**src/rtl/pe_seq_pkg.sv**
```systemverilog
// Shared types and saturating arithmetic for the PE sequencer.
// Accumulator math is done at 64 bits, so any ACC_W up to 62 is safe.
package pe_seq_pkg;

  localparam int ACC_W_DEF = 32;

  typedef enum logic [1:0] {
    IDLE  = 2'd0,
    RUN   = 2'd1,
    DRAIN = 2'd2,
    DONE  = 2'd3
  } state_e;

  function automatic logic signed [63:0] acc_max(input int w);
    return (64'sd1 <<< (w - 1)) - 64'sd1;
  endfunction

  function automatic logic signed [63:0] acc_min(input int w);
    return -(64'sd1 <<< (w - 1));
  endfunction

  function automatic logic signed [63:0] sat_add(input logic signed [63:0] acc,
                                                 input logic signed [15:0] prod,
                                                 input int w);
    logic signed [63:0] sum;
    sum = acc + 64'(prod);
    if (sum > acc_max(w)) return acc_max(w);
    if (sum < acc_min(w)) return acc_min(w);
    return sum;
  endfunction

  function automatic logic sat_ovf(input logic signed [63:0] acc,
                                   input logic signed [15:0] prod,
                                   input int w);
    logic signed [63:0] sum;
    sum = acc + 64'(prod);
    return (sum > acc_max(w)) || (sum < acc_min(w));
  endfunction

endpackage

```
**src/rtl/pe_seq_ctrl_if.sv**
```systemverilog
// Job, stream and result handshakes of the PE sequencer.
interface pe_seq_ctrl_if #(
  parameter int MFU_COUNT = 4,
  parameter int ACC_W     = 32,
  parameter int LEN_W     = 8
);
  logic                       start_valid;
  logic                       start_ready;
  logic [LEN_W-1:0]           cfg_len;
  logic                       act_valid;
  logic                       act_ready;
  logic [7:0]                 act_data;
  logic                       wgt_valid;
  logic                       wgt_ready;
  logic [MFU_COUNT*8-1:0]     wgt_data;
  logic                       res_valid;
  logic                       res_ready;
  logic [MFU_COUNT*ACC_W-1:0] res_data;

  modport master (
    output start_valid, cfg_len, act_valid, act_data, wgt_valid, wgt_data, res_ready,
    input  start_ready, act_ready, wgt_ready, res_valid, res_data
  );

  modport slave (
    input  start_valid, cfg_len, act_valid, act_data, wgt_valid, wgt_data, res_ready,
    output start_ready, act_ready, wgt_ready, res_valid, res_data
  );
endinterface

```
**src/rtl/pe_acc_lane.sv**
```systemverilog
// One saturating accumulator lane; once clamped it holds until the next clear.
module pe_acc_lane
  import pe_seq_pkg::*;
#(
  parameter int ACC_W = ACC_W_DEF
) (
  input  logic                    clk,
  input  logic                    rst_n,
  input  logic                    clr,
  input  logic                    en,
  input  logic signed [15:0]      prod,
  output logic signed [ACC_W-1:0] acc
);

  logic               sat_q;
  logic signed [63:0] acc_ext;

  assign acc_ext = {{(64 - ACC_W){acc[ACC_W-1]}}, acc};

  always_ff @(posedge clk or negedge rst_n) begin
    if (!rst_n) begin
      acc   <= '0;
      sat_q <= 1'b0;
    end else if (clr) begin
      acc   <= '0;
      sat_q <= 1'b0;
    end else if (en && !sat_q) begin
      acc   <= ACC_W'(sat_add(acc_ext, prod, ACC_W));
      sat_q <= sat_ovf(acc_ext, prod, ACC_W);
    end
  end

endmodule

```
**src/rtl/pe_seq_ctrl.sv**
```systemverilog
// Job sequencer for one PE: joins activation/weight beats, issues them to the PE
// and accumulates the returned products into per-lane saturating accumulators.
//
//   state | meaning
//   IDLE  | waiting for a start handshake
//   RUN   | consuming joined act/wgt beats until cfg_len are taken
//   DRAIN | last issued product is being accumulated
//   DONE  | result presented until res_ready
module pe_seq_ctrl
  import pe_seq_pkg::*;
#(
  parameter int MFU_COUNT = 4,
  parameter int ACC_W     = ACC_W_DEF,
  parameter int LEN_W     = 8
) (
  input  logic                   clk,
  input  logic                   rst_n,
  pe_seq_ctrl_if.slave           bus,
  output logic [7:0]             pe_a,
  output logic [MFU_COUNT*8-1:0] pe_w,
  input  logic [MFU_COUNT*16-1:0] pe_o,
  output logic                   busy
);

  state_e                     state_q, state_d;
  logic [LEN_W-1:0]           len_q;
  logic [LEN_W-1:0]           cnt_q;
  logic                       issue_q;
  logic                       start_fire;
  logic                       beat;
  logic [MFU_COUNT*ACC_W-1:0] res_flat;

  assign start_fire = (state_q == IDLE) && bus.start_valid;
  // Joined handshake: neither stream moves unless both are offering.
  assign beat       = (state_q == RUN) && bus.act_valid && bus.wgt_valid;

  assign bus.start_ready = (state_q == IDLE);
  assign bus.act_ready   = beat;
  assign bus.wgt_ready   = beat;
  assign bus.res_valid   = (state_q == DONE);
  assign bus.res_data    = res_flat;
  assign busy            = (state_q != IDLE);

  always_comb begin
    state_d = state_q;
    case (state_q)
      IDLE:    if (bus.start_valid) state_d = (bus.cfg_len == '0) ? DONE : RUN;
      RUN:     if (beat && (cnt_q + LEN_W'(1) == len_q)) state_d = DRAIN;
      DRAIN:   state_d = DONE;
      DONE:    if (bus.res_ready) state_d = IDLE;
      default: state_d = IDLE;
    endcase
  end

  always_ff @(posedge clk or negedge rst_n) begin
    if (!rst_n) begin
      state_q <= IDLE;
      len_q   <= '0;
      cnt_q   <= '0;
      issue_q <= 1'b0;
      pe_a    <= '0;
      pe_w    <= '0;
    end else begin
      state_q <= state_d;
      issue_q <= beat;
      if (start_fire) begin
        len_q <= bus.cfg_len;
        cnt_q <= '0;
      end else if (beat) begin
        cnt_q <= cnt_q + LEN_W'(1);
      end
      if (beat) begin
        pe_a <= bus.act_data;
        pe_w <= bus.wgt_data;
      end
    end
  end

  for (genvar g = 0; g < MFU_COUNT; g++) begin : g_lane
    logic signed [ACC_W-1:0] acc;

    pe_acc_lane #(.ACC_W(ACC_W)) u_lane (
      .clk   (clk),
      .rst_n (rst_n),
      .clr   (start_fire),
      .en    (issue_q),
      .prod  (pe_o[g*16 +: 16]),
      .acc   (acc)
    );

    assign res_flat[g*ACC_W +: ACC_W] = acc;
  end

endmodule

```
**src/flat_wrapper.sv**
```systemverilog
// flat-port wrapper written by rule: the top's interface ports become plain ports
module pe_seq_ctrl_flat import pe_seq_pkg::*;
#(
  parameter int MFU_COUNT = 4,
  parameter int ACC_W     = ACC_W_DEF,
  parameter int LEN_W     = 8
)
  (clk, rst_n, pe_a, pe_w, pe_o, busy, bus_start_valid, bus_cfg_len, bus_act_valid, bus_act_data, bus_wgt_valid, bus_wgt_data, bus_res_ready, bus_start_ready, bus_act_ready, bus_wgt_ready, bus_res_valid, bus_res_data);
  pe_seq_ctrl_if #(.MFU_COUNT(MFU_COUNT), .ACC_W(ACC_W), .LEN_W(LEN_W)) bus_i ();
  input  logic clk;
  input  logic rst_n;
  output logic [7:0] pe_a;
  output logic [MFU_COUNT*8-1:0] pe_w;
  input  logic [MFU_COUNT*16-1:0] pe_o;
  output logic busy;
  input wire logic [$bits(bus_i.start_valid)-1:0] bus_start_valid;
  input wire logic [$bits(bus_i.cfg_len)-1:0] bus_cfg_len;
  input wire logic [$bits(bus_i.act_valid)-1:0] bus_act_valid;
  input wire logic [$bits(bus_i.act_data)-1:0] bus_act_data;
  input wire logic [$bits(bus_i.wgt_valid)-1:0] bus_wgt_valid;
  input wire logic [$bits(bus_i.wgt_data)-1:0] bus_wgt_data;
  input wire logic [$bits(bus_i.res_ready)-1:0] bus_res_ready;
  output wire logic [$bits(bus_i.start_ready)-1:0] bus_start_ready;
  output wire logic [$bits(bus_i.act_ready)-1:0] bus_act_ready;
  output wire logic [$bits(bus_i.wgt_ready)-1:0] bus_wgt_ready;
  output wire logic [$bits(bus_i.res_valid)-1:0] bus_res_valid;
  output wire logic [$bits(bus_i.res_data)-1:0] bus_res_data;
  assign bus_i.start_valid = bus_start_valid;
  assign bus_i.cfg_len = bus_cfg_len;
  assign bus_i.act_valid = bus_act_valid;
  assign bus_i.act_data = bus_act_data;
  assign bus_i.wgt_valid = bus_wgt_valid;
  assign bus_i.wgt_data = bus_wgt_data;
  assign bus_i.res_ready = bus_res_ready;
  assign bus_start_ready = bus_i.start_ready;
  assign bus_act_ready = bus_i.act_ready;
  assign bus_wgt_ready = bus_i.wgt_ready;
  assign bus_res_valid = bus_i.res_valid;
  assign bus_res_data = bus_i.res_data;
  pe_seq_ctrl #(.MFU_COUNT(MFU_COUNT), .ACC_W(ACC_W), .LEN_W(LEN_W)) u_core (.clk(clk), .rst_n(rst_n), .bus(bus_i), .pe_a(pe_a), .pe_w(pe_w), .pe_o(pe_o), .busy(busy));
endmodule
```
**config.mk**
```make
export PLATFORM = sky130hd
export DESIGN_NAME = pe_seq_ctrl_flat
export DESIGN_NICKNAME = d
export VERILOG_FILES = /design/src/rtl/pe_seq_pkg.sv /design/src/rtl/pe_seq_ctrl_if.sv /design/src/rtl/pe_acc_lane.sv /design/src/rtl/pe_seq_ctrl.sv /design/src/flat_wrapper.sv
export SDC_FILE = /design/constraint.sdc
export NUM_CORES = 1
export LEC_CHECK = 0
export CAP_MARGIN = 20
export CORE_ASPECT_RATIO = 0.7
export CORE_MARGIN = 10
export CORE_UTILIZATION = 45
export CTS_BUF_LIST = sky130_fd_sc_hd__clkbuf_8 sky130_fd_sc_hd__clkbuf_16
export CTS_CLUSTER_DIAMETER = 50
export DETAILED_ROUTE_END_ITERATION = 16
export PLACE_DENSITY = 0.68
export SLEW_MARGIN = 20
export SYNTH_ARGS = -nofsm -noshare
export SYNTH_HDL_FRONTEND = slang
export SYNTH_SLANG_ARGS = --single-unit
```
**constraint.sdc**
```tcl
create_clock -name clk -period 3.47 [get_ports clk]
set_input_delay 0.694 -clock clk [delete_from_list [all_inputs] [get_ports clk]]
set_output_delay 0.694 -clock clk [all_outputs]
set_load 0.005 [all_outputs]
```
# Word-level counts from Yosys, hierarchy flattened
# Index checks and enable logic that the tools add are counted.
[totals]
inputBits = 118
output_inout_bits = 173
word_cells = 126
reg_bits = 191
[classes]
eq_ne = 7
order_cmp = 8
reduce_logical = 25
muxes = 67
n_addsub = 5
[ops]
columns = ["op", "count"]
rows = [
  ["$mux W32", 24],
  ["$add A32 B16 Y33", 4],
  ["$gt A33 B32 Y1 const B", 4],
  ["$lt A33 B32 Y1 const B", 4],
  ["$mux W1", 36],
  ["$mux W8", 2],
  ["$reduce_bool A2 Y1", 6],
  ["$add A8 B1 Y8 const B", 1],
  ["$eq A8 B8 Y1", 1],
  ["$logic_and A1 B1 Y1", 8],
  ["$logic_not A8 Y1", 1],
  ["$mux W2", 4],
  ["$pmux W2 S4", 1],
  ["$ne A2 B2 Y1 const B", 3],
  ["$eq A2 B2 Y1 const B", 2],
  ["$logic_not A1 Y1", 4],
  ["$logic_or A1 B1 Y1", 4],
  ["$reduce_and A3 Y1", 1],
  ["$eq A2 B1 Y1 const B", 1],
  ["$logic_not A2 Y1", 1],
]

# Longest topological paths before layout
[logic_depth]
word_depth = 12
mapped_depth = 14
mapped_depth_nobuf = 12

# Modules after synthesis
# Synthesis repeated with hierarchy kept, for this count alone.
[hier_totals]
hier_cells = 1735
hier_area_um2 = 15157.0
[modules_own_cells]
columns = ["module", "area_per_inst_um2", "n_inst", "seq_area_each_um2", "cells_each"]
rows = [
  ["pe_acc_lane (u_core.g_lane[1].u_lane ...)", 3154.3, 3, 825.8, 366],
  ["pe_acc_lane (u_core.g_lane[0].u_lane)", 3090.5, 1, 825.8, 350],
  ["pe_seq_ctrl", 2603.7, 1, 1476.4, 287],
]

# Least setup slack after synthesis
# No wires, ideal clock.
[synth_timing]
kind = "input -> register"
from = "input port pe_o[48]"
to = "register u_core.g_lane[3].u_lane.acc[30]"
t_arrival_ps = 3375
cell_stages = 13
required_time_ps = 3404
slack_ps = 28
setup_ps = 66
path_buffers = 1
cell_sequence = "ha_1 inv_1 fa_1 nand2b_1 a21o_1 a211o_1 a2111oi_0 o21a_1 or4b_1 mux2i_1 nor2_1 clkbuf_1 a221o_1"
[synth_between]
elab_chain_len = 10
elab_cells_between_ends = 15
classes_between = "add/sub (1); order compare (2); mux (12)"
[synth_lines]
columns = ["element", "line_no", "text"]
rows = [
  ["start: declaration", "flat_wrapper.sv:14", "input logic [MFU_COUNT*16-1:0] pe_o;"],
  ["$add A32 B16 Y33 (*)", "pe_seq_pkg.sv:26", "sum = acc + 64'(prod);"],
  ["$lt A33 B32 Y1", "pe_seq_pkg.sv:28", "if (sum < acc_min(w)) return acc_min(w);"],
  ["$mux W1 (2 in a row)", "pe_seq_pkg.sv:28", ""],
  ["$mux W1", "pe_acc_lane.sv:27", "end else if (en && !sat_q) begin"],
  ["$mux W1", "pe_acc_lane.sv:24", "end else if (clr) begin"],
  ["$mux W32", "pe_seq_pkg.sv:29", "return sum;"],
  ["$mux W32 (*)", "pe_seq_pkg.sv:28", ""],
  ["$mux W32 (*)", "pe_acc_lane.sv:27", ""],
  ["$mux W32 (*)", "pe_acc_lane.sv:24", ""],
  ["end signal: assignment", "pe_acc_lane.sv:28", "acc <= ACC_W'(sat_add(acc_ext, prod, ACC_W));"],
  ["end: declaration", "pe_acc_lane.sv:12", "output logic signed [ACC_W-1:0] acc"],
]
# Every way passes the cells marked *; elsewhere a longest branch is shown, timed or not. The select of a mux whose other input is x is not followed.
# A chain may end at the register's enable or synchronous reset.

# Worst setup path in the final report
[layout_timing]
from = "input port pe_o[16]"
to = "register u_core.g_lane[1].u_lane.acc[12]"
[layout_between]
elab_chain_len = 10
elab_cells_between_ends = 15
classes_between = "add/sub (1); order compare (2); mux (12)"
[layout_lines]
columns = ["element", "line_no"]
rows = [
  ["$add A32 B16 Y33 (*)", "pe_seq_pkg.sv:26"],
  ["$lt A33 B32 Y1", "pe_seq_pkg.sv:28"],
  ["$mux W1 (2 in a row)", "pe_seq_pkg.sv:28"],
  ["$mux W1", "pe_acc_lane.sv:27"],
  ["$mux W1", "pe_acc_lane.sv:24"],
  ["$mux W32", "pe_seq_pkg.sv:29"],
  ["$mux W32 (*)", "pe_seq_pkg.sv:28"],
  ["$mux W32 (*)", "pe_acc_lane.sv:27"],
  ["$mux W32 (*)", "pe_acc_lane.sv:24"],
  ["end signal: assignment", "pe_acc_lane.sv:28"],
  ["end: declaration", "pe_acc_lane.sv:12"],
]
# Marks and branches as above.

==> flow_metrics.py <==
metrics = {
    "grt": {
        "grt_pass1_vias": 14900,
        "grt_max_degree": 72,
        "grt_overflow": 0,
        "antenna_found_initial": 1,
        "grt_first_pass_wirelength_mm": 78.7,
        "grt_usage_pct": 24.4,
    },
    "clock_tree": {
        "clk_pin_slew_worst_paths_ns": 0.08,
        "hold_buffers": 0,
        "cts_root_buf": "clkbuf_16",
        "clock_path_buffers": 2,
        "tritoncts": "built",
        "htreeDepth": 4,
        "cts_sinks": 191,
        "clk_latency_ns": 0.46,
        "numCtsBuffers": 17,
    },
    "placed_design": {
        "dpl.hpwl_mm": 37.6,
        "dp_slack_ns": -0.748,
        "gp_congestion": 0.914,
        "io_buffers": 290,
    },
    "synthesis": {
        "yosys_warnings": 0,
        "ys_types": 74,
        "ys_ff_latch": 191,
        "yosysSeqAreaShare_pct": 33.5,
        "netlist_area_sq_um": 14300,
        "synth_area_per_cell_sq_um": 8.96,
        "synthesis.nets": 1848,
        "synthArstFlopShare_pct": 100,
        "netlist_instances": 1593,
        "synthFlopType": "dfrtp_1",
        "synth-edff-count": 0,
    },
    "floorplanning": {
        "initial_core_util_pct": 45.7,
        "die_y_um": 169,
        "row_count": 54,
        "core_area_sq_um": 31200,
        "die-area_sq_um": 39300,
        "pin_count": 291,
        "die_x_um": 233,
    },
    "route": {
        "drt-total-wl_mm": 51.9,
        "via_per_inst": 5.68,
        "drc": 0,
        "dr_total_vias": 15300,
        "ant_nets": 0,
        "first_pass_iters": 5,
        "wl_per_cell_um": 19.3,
        "drtIter0Drc": 1123,
    },
    "timing": {
        "setup_viol": 22,
        "tightest_slew_ns": 0.587,
        "fin_crit_ns": 3.52,
        "finClkSkew_ns": 0.0101,
        "slew_headroom_pct": 60.9,
        "finalWorstSetupSlack_ns": -0.0527,
        "hold_viol_final": 0,
        "holdWs_ns": 0.227,
        "drv_slew": 0,
        "min_period_over_period_pct": 102,
        "fmax_mhz": 284,
    },
    "setup_path": {
        "cp_max_fo": 8,
        "cp.arrival_ns": 3.87,
        "worstSetupStartpointType": "input pin",
        "critPathKind": "input pin to flip-flop",
        "reg2reg_depth": 13,
        "end_kind": "flip-flop",
        "r2r_setup_slack_ns": 0.08,
        "startpoint": "pe_o[16]",
        "r2r_end": "u_core.g_lane[1].u_lane.acc[12]$_DFFE_PN0P_",
        "r2r_start": "u_core.g_lane[1].u_lane.acc[1]$_DFFE_PN0P_",
        "cp.required_ns": 3.82,
        "cp-endpoint": "u_core.g_lane[1].u_lane.acc[12]$_DFFE_PN0P_",
    },
    "power_and_ir_drop": {
        "p_int_mw": 11.1,
        "vdd_drop_max_mv": 0.415,
        "p_per_area_nw_per_um2": 840,
        "swShare_pct": 40.5,
        "p_seq_share_pct": 21.9,
        "p_comb_share_pct": 66.7,
        "p_leak_nw": 10.9,
        "p_clk_share_pct": 11.4,
        "power.switching_mw": 7.52,
    },
    "worst_hold_path": {
        "hold_path_class": "input pin to async pin",
    },
    "run_status": {
        "status": "complete, but fails checks",
        "violations": "negative setup slack",
    },
    "cells_and_area": {
        "area_growth_syn_to_layout_pct": 55.2,
        "fill_cells": 2378,
        "nets": 2508,
        "layout-drive-gt1-share_pct": 24.4,
    },
    "job": {
        "max_cap_viol_count": 0,
    },
}
cell usage in the layout (no fill, tap or decap), drive strengths merged, types with 6 or more instances in the layout:
cell | synthesis | routed
buf | 23 | 411
clkdlybuf4s50 | 0 | 273
nand2 | 238 | 238
dfrtp | 191 | 191
ha | 133 | 133
a21oi | 120 | 120
a221o | 116 | 116
nor2 | 87 | 87
xnor2 | 81 | 81
o21ai | 81 | 81
a21o | 74 | 74
inv | 56 | 65
xor2 | 43 | 43
nand3 | 38 | 38
clkbuf | 46 | 27
nor2b | 18 | 18
nand2b | 17 | 17
and3 | 16 | 16
a211oi | 16 | 16
o21bai | 14 | 14
and2 | 14 | 14
dlymetal6s2s | 0 | 13
o21a | 13 | 13
nand4 | 11 | 11
o211ai | 11 | 11
nor3 | 11 | 11
a31oi | 9 | 9
a211o | 7 | 7
a2111oi | 7 | 7
a21boi | 6 | 6
a41oi | 6 | 6
o31ai | 6 | 6
sequential cells by signal, indices dropped and copies added (netlist names):
signal and flops:
u_core.g_lane.u_lane.acc 128, u_core.pe_w 32, u_core.cnt_q 8, u_core.len_q 8, u_core.pe_a 8, u_core.g_lane.u_lane.sat_q 4
u_core.state_q 2, u_core.issue_q 1
per-stage QoR:
step	instance area, sq um	instances	setup TNS [ns]	total power, mW	util [%]
global placement	20400	2609	-72.19	15.3	65.2
CTS	21300	2656	0	18.0	68.3
floorplan	14300	1593	0	9.81	-
global route	22100	2687	-3.69	19.9	70.9
detailed placement	20400	2609	-80.56	15.6	65.2
finish	22100	2687	-0.566	18.6	70.9
critical path: stages:
cell and delay, ns:
clkdlybuf4s50_1 0.45, ha_4 0.19, buf_4 0.13, a211oi_2 0.21, o21bai_2 0.13, o31ai_2 0.32
o21ai_1 0.16, a221o_1 0.36, a21o_1 0.20, xnor2_2 0.18, buf_4 0.16, a21oi_4 0.07
buf_12 0.15, clkbuf_16 0.16, a221o_1 0.31
cell families (layout without fill, tap and decap cells):
family,count (synthesis),in the layout,share of synthesized area (%)
AOI/OAI and AO/OA,532,532,27.3
adders and majority gates,137,137,12.2
xor gates and xnor gates,124,124,7.67
other,0,1,0
DFF,191,191,33.5
muxes,6,6,0.491
buffers and inverters,125,798,3.76
and+or+nand+nor,478,478,15.1
power groups by stage:
stage / combinational, mW / sequential, mW / clock (mW)
after floorplan: 5.91 / 3.90 / 0
after global placement: 11.2 / 4.03 / 0
after detailed placement: 11.5 / 4.04 / 0
after CTS: 11.8 / 4.03 / 2.15
after global routing: 13.5 / 4.19 / 2.24
final: 12.4 / 4.07 / 2.11
routing by layer:
| layer | share of wire, % | wire [um] | GRT usage [%] | vias up |
|---|---|---|---|---|
| met2 | 46 | 23800 | 39.7 | 568 |
| met4 | 1.8 | 912 | 5.66 | 0 |
| met5 | 0 | 0 | 0 | - |
| met1 | 45 | 23500 | 32.4 | 7390 |
| li1 | - | - | - | 7237 |
| met3 | 7.1 | 3680 | 5.31 | 66 |
how the worst min path moves through the flow:
stage	from	endpoint	slack (ns)	cells past startpoint
4_1_cts	rst_n	u_core.g_lane[1].u_lane.acc[19]$_DFFE_PN0P_	0.24	1
3_3_place_gp	u_core.pe_w[0]$_DFFE_PN0P_	u_core.pe_w[0]$_DFFE_PN0P_	0.46	2
3_5_place_dp	u_core.pe_w[0]$_DFFE_PN0P_	u_core.pe_w[0]$_DFFE_PN0P_	0.46	2
5_1_grt	rst_n	u_core.g_lane[1].u_lane.acc[18]$_DFFE_PN0P_	0.27	1
6_report	rst_n	u_core.g_lane[1].u_lane.acc[19]$_DFFE_PN0P_	0.23	1
2_1_floorplan	rst_n	u_core.cnt_q[0]$_DFFE_PN0P_	0.40	0
Yosys cell counts (5+ instances only):
cell type	n	area [sq um]
nor2_1	86	323
a211o_1	7	61.3
a221oi_1	5	43.8
or3_1	5	31.3
dfrtp_1	191	4780
a21boi_0	6	45.0
a41oi_1	5	43.8
o31ai_1	6	45.0
nor3_1	11	55.1
inv_1	56	210
xnor2_1	80	701
a21o_1	74	556
a21oi_1	120	601
nand2b_1	17	106
buf_6	6	67.6
o211ai_1	11	82.6
nor2b_1	18	113
clkbuf_1	46	173
a2111oi_0	5	43.8
nand3_1	38	190
a31oi_1	9	56.3
o21ai_0	75	375
o21a_1	13	97.6
and2_1	14	87.6
buf_2	15	75.1
nor4_1	5	31.3
a22o_1	5	43.8
o21bai_1	14	105
a221o_1	116	1160
ha_1	133	1660
xor2_1	43	377
nand4_1	11	68.8
nand2_1	238	893
o21ai_1	6	30.0
a211oi_1	13	97.6
and3_1	16	100
timing repair:
action	4_1_cts	5_1_grt
buffers inserted	11	21
resized for setup	35	92
setup endpoints to repair	123	122
gates cloned	4	10
pin swaps	15	52
cell type report:
class / instances / area, sq um / share of cell area, %
clock buffer: 17 / 425 / 1.92
sequential: 191 / 4780 / 21.6
antenna: 1 / 2.50 / 0.0113
inverter: 56 / 210 / 0.949
clock inverter: 15 / 176 / 0.797
multi-input combinational: 1277 / 9550 / 43.2
timing repair buffer: 710 / 6470 / 29.2
tap: 420 / 526 / 2.37
Note: power is estimated with default switching activity, not from simulation.
